File: src/rtl/ysyx_22050854_axi_pkg.sv
// Shared AXI4 constants and FSM state encoding for the dcache AXI master.
package ysyx_22050854_axi_pkg;

  localparam logic [1:0] BURST_FIXED = 2'b00;
  localparam logic [1:0] BURST_INCR  = 2'b01;
  localparam logic [2:0] SIZE_8B     = 3'd3;
  localparam logic [1:0] RESP_OKAY   = 2'b00;
  localparam logic [1:0] RESP_DECERR = 2'b11;

  typedef enum logic [2:0] {
    IDLE,
    AR,
    R,
    AW,
    W,
    B,
    RESP
  } state_e;

endpackage

File: src/rtl/ysyx_22050854_dcache_axi_master.sv
// AXI4 master for the dcache: 2-beat INCR line fills/writebacks or 1-beat FIXED device accesses.
// Optional performance counters enabled by YSYX_22050854_AXI_PERF_EN.
module ysyx_22050854_dcache_axi_master
  import ysyx_22050854_axi_pkg::*;
#(
  parameter logic [3:0] AXI_ID = 4'd1
) (
  input  logic         clock,
  input  logic         rst_n,
  input  logic         req_valid,
  output logic         req_ready,
  input  logic         req_wr,
  input  logic         req_dev,
  input  logic [31:0]  req_addr,
  input  logic [127:0] req_wdata,
  input  logic [7:0]   req_wstrb,
  output logic         resp_valid,
  output logic [127:0] resp_rdata,
  output logic         resp_err,
`ifdef YSYX_22050854_AXI_PERF_EN
  output logic [31:0]  perf_rd_cnt,
  output logic [31:0]  perf_wr_cnt,
  output logic [31:0]  perf_stall_cnt,
`endif
  output logic         arvalid,
  input  logic         arready,
  output logic [31:0]  araddr,
  output logic [3:0]   arid,
  output logic [7:0]   arlen,
  output logic [2:0]   arsize,
  output logic [1:0]   arburst,
  input  logic [63:0]  rdata,
  input  logic [1:0]   rresp,
  input  logic         rvalid,
  output logic         rready,
  input  logic [3:0]   rid,
  input  logic         rlast,
  output logic [31:0]  awaddr,
  output logic         awvalid,
  input  logic         awready,
  output logic [3:0]   awid,
  output logic [7:0]   awlen,
  output logic [2:0]   awsize,
  output logic [1:0]   awburst,
  output logic [63:0]  wdata,
  output logic         wvalid,
  input  logic         wready,
  output logic [7:0]   wstrb,
  output logic         wlast,
  input  logic [1:0]   bresp,
  input  logic         bvalid,
  output logic         bready,
  input  logic [3:0]   bid
);

  state_e       r_state;
  logic         r_wr;
  logic         r_dev;
  logic [31:0]  r_addr;
  logic [127:0] r_wdata;
  logic [7:0]   r_wstrb;
  logic [127:0] r_line;
  logic         r_err;
  logic         r_cnt;
  logic         r_arvalid;
  logic         r_awvalid;
  logic         r_wvalid;

  // Burst length is fixed by the expected beat count, so rlast is intentionally ignored.
  logic w_unused_rlast;
  assign w_unused_rlast = rlast;

  assign req_ready  = (r_state == IDLE);
  assign resp_valid = (r_state == RESP);
  assign resp_rdata = r_line;
  assign resp_err   = r_err;

  assign arvalid = r_arvalid;
  assign araddr  = r_addr;
  assign arid    = AXI_ID;
  assign arlen   = r_dev ? 8'd0 : 8'd1;
  assign arsize  = SIZE_8B;
  assign arburst = r_dev ? BURST_FIXED : BURST_INCR;
  assign rready  = (r_state == R);

  assign awvalid = r_awvalid;
  assign awaddr  = r_addr;
  assign awid    = AXI_ID;
  assign awlen   = r_dev ? 8'd0 : 8'd1;
  assign awsize  = SIZE_8B;
  assign awburst = r_dev ? BURST_FIXED : BURST_INCR;

  assign wvalid = r_wvalid;
  assign wdata  = r_cnt ? r_wdata[127:64] : r_wdata[63:0];
  assign wstrb  = r_dev ? r_wstrb : 8'hFF;
  assign wlast  = r_dev | r_cnt;
  assign bready = (r_state == B);

  always_ff @(posedge clock or negedge rst_n) begin
    if (!rst_n) begin
      r_state   <= IDLE;
      r_wr      <= 1'b0;
      r_dev     <= 1'b0;
      r_addr    <= '0;
      r_wdata   <= '0;
      r_wstrb   <= '0;
      r_line    <= '0;
      r_err     <= 1'b0;
      r_cnt     <= 1'b0;
      r_arvalid <= 1'b0;
      r_awvalid <= 1'b0;
      r_wvalid  <= 1'b0;
    end else begin
      case (r_state)
        IDLE: begin
          if (req_valid) begin
            r_wr    <= req_wr;
            r_dev   <= req_dev;
            r_addr  <= req_dev ? req_addr : {req_addr[31:4], 4'b0};
            r_wdata <= req_wdata;
            r_wstrb <= req_wstrb;
            r_err   <= 1'b0;
            r_cnt   <= 1'b0;
            if (req_wr) begin
              r_awvalid <= 1'b1;
              r_state   <= AW;
            end else begin
              r_arvalid <= 1'b1;
              r_state   <= AR;
            end
          end
        end
        AR: begin
          if (arready) begin
            r_arvalid <= 1'b0;
            r_state   <= R;
          end
        end
        R: begin
          // Beats tagged with a foreign ID are accepted but leave no trace.
          if (rvalid && (rid == AXI_ID)) begin
            if (r_cnt) r_line[127:64] <= rdata;
            else       r_line[63:0]   <= rdata;
            if (rresp == RESP_DECERR) r_err <= 1'b1;
            if (r_cnt || r_dev) r_state <= RESP;
            else                r_cnt   <= 1'b1;
          end
        end
        AW: begin
          if (awready) begin
            r_awvalid <= 1'b0;
            r_wvalid  <= 1'b1;
            r_state   <= W;
          end
        end
        W: begin
          if (wready) begin
            if (wlast) begin
              r_wvalid <= 1'b0;
              r_state  <= B;
            end else begin
              r_cnt <= 1'b1;
            end
          end
        end
        B: begin
          if (bvalid && (bid == AXI_ID)) begin
            if (bresp == RESP_DECERR) r_err <= 1'b1;
            r_state <= RESP;
          end
        end
        RESP:    r_state <= IDLE;
        default: r_state <= IDLE;
      endcase
    end
  end

`ifdef YSYX_22050854_AXI_PERF_EN
  logic [31:0] r_perf_rd;
  logic [31:0] r_perf_wr;
  logic [31:0] r_perf_stall;

  always_ff @(posedge clock or negedge rst_n) begin
    if (!rst_n) begin
      r_perf_rd    <= '0;
      r_perf_wr    <= '0;
      r_perf_stall <= '0;
    end else begin
      if (r_state == RESP && !r_wr) r_perf_rd <= r_perf_rd + 32'd1;
      if (r_state == RESP &&  r_wr) r_perf_wr <= r_perf_wr + 32'd1;
      if (r_state inside {AR, R, AW, W, B}) r_perf_stall <= r_perf_stall + 32'd1;
    end
  end

  assign perf_rd_cnt    = r_perf_rd;
  assign perf_wr_cnt    = r_perf_wr;
  assign perf_stall_cnt = r_perf_stall;
`endif

endmodule

File: config.mk
export PLATFORM = sky130hd
export DESIGN_NAME = ysyx_22050854_dcache_axi_master
export DESIGN_NICKNAME = d
export VERILOG_FILES = /design/src/rtl/ysyx_22050854_axi_pkg.sv /design/src/rtl/ysyx_22050854_dcache_axi_master.sv
export SDC_FILE = /design/constraint.sdc
export NUM_CORES = 1
export LEC_CHECK = 0
export ABC_AREA = 1
export BUFFER_PORTS_ARGS = -buffer_cell sky130_fd_sc_hd__buf_2
export CORE_MARGIN = 8
export CORE_UTILIZATION = 30
export DETAILED_ROUTE_END_ITERATION = 10
export PLACE_DENSITY = 0.61
export SYNTH_ARGS = -nofsm -noshare
export SYNTH_HDL_FRONTEND = slang
export SYNTH_SLANG_ARGS = --single-unit
File: constraint.sdc
create_clock -name clock -period 1.37 [get_ports clock]
set_input_delay 0.0685 -clock clock [delete_from_list [all_inputs] [get_ports clock]]
set_output_delay 0.0685 -clock clock [all_outputs]
set_load 0.02 [all_outputs]
=== Yosys cells after proc, flatten, opt, wreduce, memory -nomap -nowiden ===
Cells that the tools add are included.

* Eq/ne operators: 24
* Muxes and demuxes: 38
* Bitwise operators: 2
* Reduce and logical (&&, ||, !) cells: 18

{| class="wikitable"
|+ Operator list
! operator !! number
|-
| $mux 64 || 1
|-
| $mux 3 || 8
|-
| $mux 1 || 20
|-
| $pmux 3 s6 || 1
|-
| $ne 2x2->1 const B || 8
|-
| $ne 2x1->1 const B || 6
|-
| $reduce_and 4->1 || 3
|-
| $reduce_and 6->1 || 2
|-
| $eq 3x3->1 const B || 3
|-
| $eq 4x1->1 const B || 2
|-
| $mux 8 || 1
|-
| $reduce_and 8->1 || 1
|-
| $eq 3x2->1 const B || 2
|-
| $pmux 1 s2 || 3
|-
| $pmux 1 s3 || 2
|-
| $reduce_and 3->1 || 2
|-
| $reduce_bool 2->1 || 3
|-
| $reduce_bool 3->1 || 2
|-
| $eq 2x2->1 const B || 2
|-
| $mux 4 || 1
|-
| $eq 3x1->1 const B || 1
|-
| $logic_not 3->1 || 1
|-
| $logic_and 1x1->1 || 2
|-
| $mux 2 || 1
|-
| other kinds (4) || 4
|}

* Register bits: 305
* Input port bits: 255

=== Logic depth before layout (Yosys ltp) ===
* Word-level depth: 4
* Mapped depth: 11

=== Worst setup path before layout ===
Ideal clock, no wire load.

* Path type: register -> register
* Start point: register r_state[1]
* End point: register r_err, in the netlist resp_err
* Library setup time: 117 ps
* Arrival: 1373 ps
* Setup slack: -120 ps
* Cell stages (with the launch flop): 12
* Cells stage by stage: dfrtp_1 -> buf_2 -> inv_1 -> nand2_1 -> nor2_2 -> inv_1 -> nand2_1 -> nand2_1 -> nor2_1 -> nand2_1 -> nand2_1 -> nand2_1

* Longest elaborated chain between the ends: 3
* Elaborated cells between the ends (all ways): 11
* Classes of those cells: eq/ne (7); mux (1); reduce/logical (3)

{| class="wikitable"
|+ Ends and longest elaborated chain
! what !! RTL line !! text
|-
| start: declaration || ysyx_22050854_dcache_axi_master.sv:56 || <nowiki>state_e r_state;</nowiki>
|-
| start signal: assignment || ysyx_22050854_dcache_axi_master.sv:101 || <nowiki>r_state <= IDLE;</nowiki>
|-
| start signal: assignment || ysyx_22050854_dcache_axi_master.sv:126 || <nowiki>r_state <= AW;</nowiki>
|-
| start signal: assignment || ysyx_22050854_dcache_axi_master.sv:129 || <nowiki>r_state <= AR;</nowiki>
|-
| $eq 3x3->1 (*) || n/a ||
|-
| named net bready || ysyx_22050854_dcache_axi_master.sv:52 || <nowiki>output logic bready,</nowiki>
|-
| $ne 2x1->1 (no line) or $reduce_bool 3->1 (tied branches) || n/a ||
|-
| $reduce_and 6->1 (no line) || n/a ||
|-
| end signal: assignment || ysyx_22050854_dcache_axi_master.sv:108 || <nowiki>r_err <= 1'b0;</nowiki>
|-
| end signal: assignment || ysyx_22050854_dcache_axi_master.sv:122 || <nowiki>r_err <= 1'b0;</nowiki>
|-
| end signal: assignment || ysyx_22050854_dcache_axi_master.sv:144 || <nowiki>if (rresp == RESP_DECERR) r_err <= 1'b1;</nowiki>
|-
| end: declaration || ysyx_22050854_dcache_axi_master.sv:63 || <nowiki>logic r_err;</nowiki>
|}

Mark *: on every way through the listed nets, which the timed path passes. The rest lies on a longest branch.
A chain may end at the register's enable or synchronous reset.

=== Worst setup path after layout ===
* Start point: register r_cnt
* End point: output port wdata[50]

* Longest elaborated chain between the ends: 1

{| class="wikitable"
|+ Ends and longest elaborated chain
! what !! RTL line !! text
|-
| start: declaration || ysyx_22050854_dcache_axi_master.sv:64 || <nowiki>logic r_cnt;</nowiki>
|-
| start signal: assignment || ysyx_22050854_dcache_axi_master.sv:109 || <nowiki>r_cnt <= 1'b0;</nowiki>
|-
| start signal: assignment || ysyx_22050854_dcache_axi_master.sv:123 || <nowiki>r_cnt <= 1'b0;</nowiki>
|-
| start signal: assignment || ysyx_22050854_dcache_axi_master.sv:146 || <nowiki>else r_cnt <= 1'b1;</nowiki>
|-
| $mux 64 || ysyx_22050854_dcache_axi_master.sv:94 || <nowiki>assign wdata = r_cnt ? r_wdata[127:64] : r_wdata[63:0];</nowiki>
|-
| end: declaration || ysyx_22050854_dcache_axi_master.sv:45 || <nowiki>output logic [63:0] wdata,</nowiki>
|}

No other way between the ends.

==> results.yml <==
global_route:
  grt_antenna_before_repair: 4
  grt_pass1_vias: 14455
  grt_overflow_total: 0
  grt_pass1_wl_um: 83900
  grt_max_degree: 88
  track_usage_pct: 21.0
status:
  violations: "hold timing, setup timing"
  status: "complete, but fails checks"
critical_path:
  cp_top_family: "buffers and inverters"
  crit_top_cell: "buf_6"
  crit_required_ps: 1300
  cp-start-kind: "flip-flop"
  end_kind: "primary output"
  cp.arrival_ps: 1740
  crit_path_top_delay_cell: "dfrtp_2"
  crit_fanout: 6
  crit_chain: "clkinv_4 -> clkbuf_16 -> buf_6 -> nand2_1 -> nand2_2 -> buf_6"
  crit_path_max_incr_delay_ps: 450
  critPathKind: "flip-flop to primary output"
  crit_buf_inv: 4
clock_network:
  clockBufferDepth: 3
  insertion_delay_ps: 540
  root_buffer: "clkbuf_16"
  htreeDepth: 2
  numCtsBuffers: 36
  cts_sinks: 305
  cts.clk_slew.worst_paths_ps: 60
  cts_tree: "done"
power:
  p_int_uw: 31200
  ir_worst_vdd_mv: 1.87
  pwr_density_cell_nw_per_um2: 2250
  p_leak_uw: 0.0131
  clkPwrFrac_pct: 17.6
  total_power_uw: 54800
  power_frac_seq_pct: 28.6
  switchingPower_uw: 23500
  comb_power_share_pct: 53.8
  p_sw_share_pct: 43.0
finish:
  fin_cells: 3059
  syn_to_final_growth_pct: 85.9
  fin_nets: 2695
  final_cell_mix: "494 x nand2_1, 452 x buf_2, 302 x dfrtp_1"
  drive_above_1_share_pct: 48.2
  final_common_cell: "nand2_1"
  nFillCells: 3405
  stdcell_area_um2: 24400
floorplan:
  fp-row-count: 76
  dieArea_um2: 50700
  start_util_pct: 30.4
  core_region_area_um2: 43200
  die_h_um: 225
  ioPinCount: 562
  die_w_um: 225
worst_hold_path:
  hp-class: "primary input to async pin"
logic_synthesis:
  synthFlopType: "dfrtp_1"
  seq_area_frac_synth_pct: 58.2
  synth_enable_flop_cells: 0
  syn-instance-count: 1571
  yosys_warnings: 0
  syn_area_um2: 13100
  yosys_register_bits: 305
  yosysUniqueCellTypes: 27
  syn_avg_cell_area_um2: 8.35
  async_reset_ff_share_pct: 100
route:
  vias: 14679
  wire_per_inst_um: 20.8
  ant_nets: 0
  routed_wl_um: 63600
  vias_per_cell: 4.80
  drc: 0
  first_pass_iters: 7
  drt_iter0_markers: 1202
sta:
  fin_skew_ps: 23.9
  rsz0062_at_grt: "yes"
  period_needed_ps: 1810
  timing.final.crit_share_pct: 132
  finalSetupViolCount: 386
  fmax_mhz: 551
  final_max_slew_viol_count: 0
  fin_ws_ps: -443
  worst_hold_slack_ps: -8.33
  hold_viol_final: 1
placed_design:
  gp_congestion: 0.919
  portBuffers: 530
  dp_hpwl_um: 35100
  pre_cts_slack_ps: -192
  dpl.cell_count: 2644
  placed_area_um2: 16500
run:
  maxCapViolCount: 0
final cells by class:
type	count	area, um^2	share of cell area [%]
repair buffers	943	8370	34.3
flip-flops and latches	305	7640	31.3
multi-input cells	1067	6020	24.7
clock buffers	54	1050	4.31
well taps	585	732	3.00
inverters	82	355	1.46
clock inverters	11	113	0.462
repair inverters	5	93.8	0.385
diodes	7	17.5	0.0718
power by group through the flow:
stage	Combinational, uW	Clock (uW)	Sequential, uW
6_report	29500	9630	15700
5_1_grt	31100	10200	15900
3_5_place_dp	18500	0	14600
3_3_place_gp	18300	0	14500
4_1_cts	24300	9750	14600
2_1_floorplan	10100	0	15900
kinds of logic after synthesis:
family	count (synthesis)	synth area share [%]
and+or+nand+nor	900	26.5
DFF	305	58.2
buffers and inverters	227	9.99
AOI/OAI and AO/OA	137	5.26
other	2	0.0572
what timing repair did:
item                       in CTS  in global routing
setup endpoints to repair     381                406
resized for setup             289                555
hold endpoints to repair      607                  0
setup buffers                  34                 23
gates cloned                   26                 32
hold buffers                  238                  0
pin swaps                      28                 80
flip-flops by register name, indices dropped and copies added, names as in the netlist:
register and count:
resp_err 1, araddr 32, resp_rdata 128, r_wstrb 8
awvalid 1, r_wdata 128, r_cnt 1, r_dev 1
arvalid 1, wvalid 1, r_state 3
final timing paths:
kind / start / depth (start not counted) / to / slack (ps)
worst min register to register: resp_rdata[0]$_DFFE_PN0P_ / 2 / resp_rdata[0]$_DFFE_PN0P_ / 480
worst max-delay path: r_cnt$_DFFE_PN0P_ / 6 / wdata[50] / -440
worst min-delay path: rst_n / 2 / r_wdata[72]$_DFFE_PN0P_ / -8
worst max register to register: r_state[0]$_DFFE_PN0P_ / 10 / resp_rdata[32]$_DFFE_PN0P_ / -350
max in group asynchronous: rst_n / 4 / resp_rdata[22]$_DFFE_PN0P_ / 610
min in group clock: bresp[0] / 7 / resp_err$_DFFE_PN0P_ / 70
layer usage:
metal  global-route usage [%]  vias up  wire length [um]
li1                         -     6476                 -
met1                     24.6     7132             22700
met2                     36.3      869             32200
met3                     5.75      202              5690
met4                     7.65        0              2980
met5                        0        -                 0
synth_stat cells (2+ instances only):
cell | instances | area [um^2]
or2_2 | 8 | 50.1
buf_1 | 6 | 22.5
nand4_1 | 4 | 25.0
o21ai_1 | 28 | 140
inv_2 | 2 | 7.51
nor3_1 | 2 | 10.0
nand2_2 | 2 | 12.5
buf_4 | 86 | 646
buf_6 | 13 | 146
clkbuf_1 | 11 | 41.3
clkbuf_2 | 3 | 15.0
buf_2 | 26 | 130
nor2_1 | 11 | 41.3
dfrtp_1 | 305 | 7630
nand3_2 | 2 | 20.0
conb_1 | 2 | 7.51
nor2_4 | 2 | 22.5
a21oi_1 | 4 | 20.0
nand2_1 | 854 | 3210
o21ai_0 | 103 | 515
inv_1 | 79 | 297
nand3_1 | 13 | 65.1
worst register-to-register path: stages, from the launching register on:
cell and delay (ps):
dfrtp_2 470, nor2_4 170, nand2_4 90, inv_8 70
buf_6 90, nand3_4 170, buf_4 210, buf_6 110
buf_8 130, nand2_2 60, o21ai_2 50
metrics by stage:
step | util (%) | setup TNS [ps]
5_1_grt | 56.5 | -126620
6_report | 56.5 | -100150
3_3_place_gp | 38.2 | -17730
3_5_place_dp | 38.2 | -26980
4_1_cts | 50.6 | -87660
2_1_floorplan | - | -8210
Power figures use the tool's default switching activity.
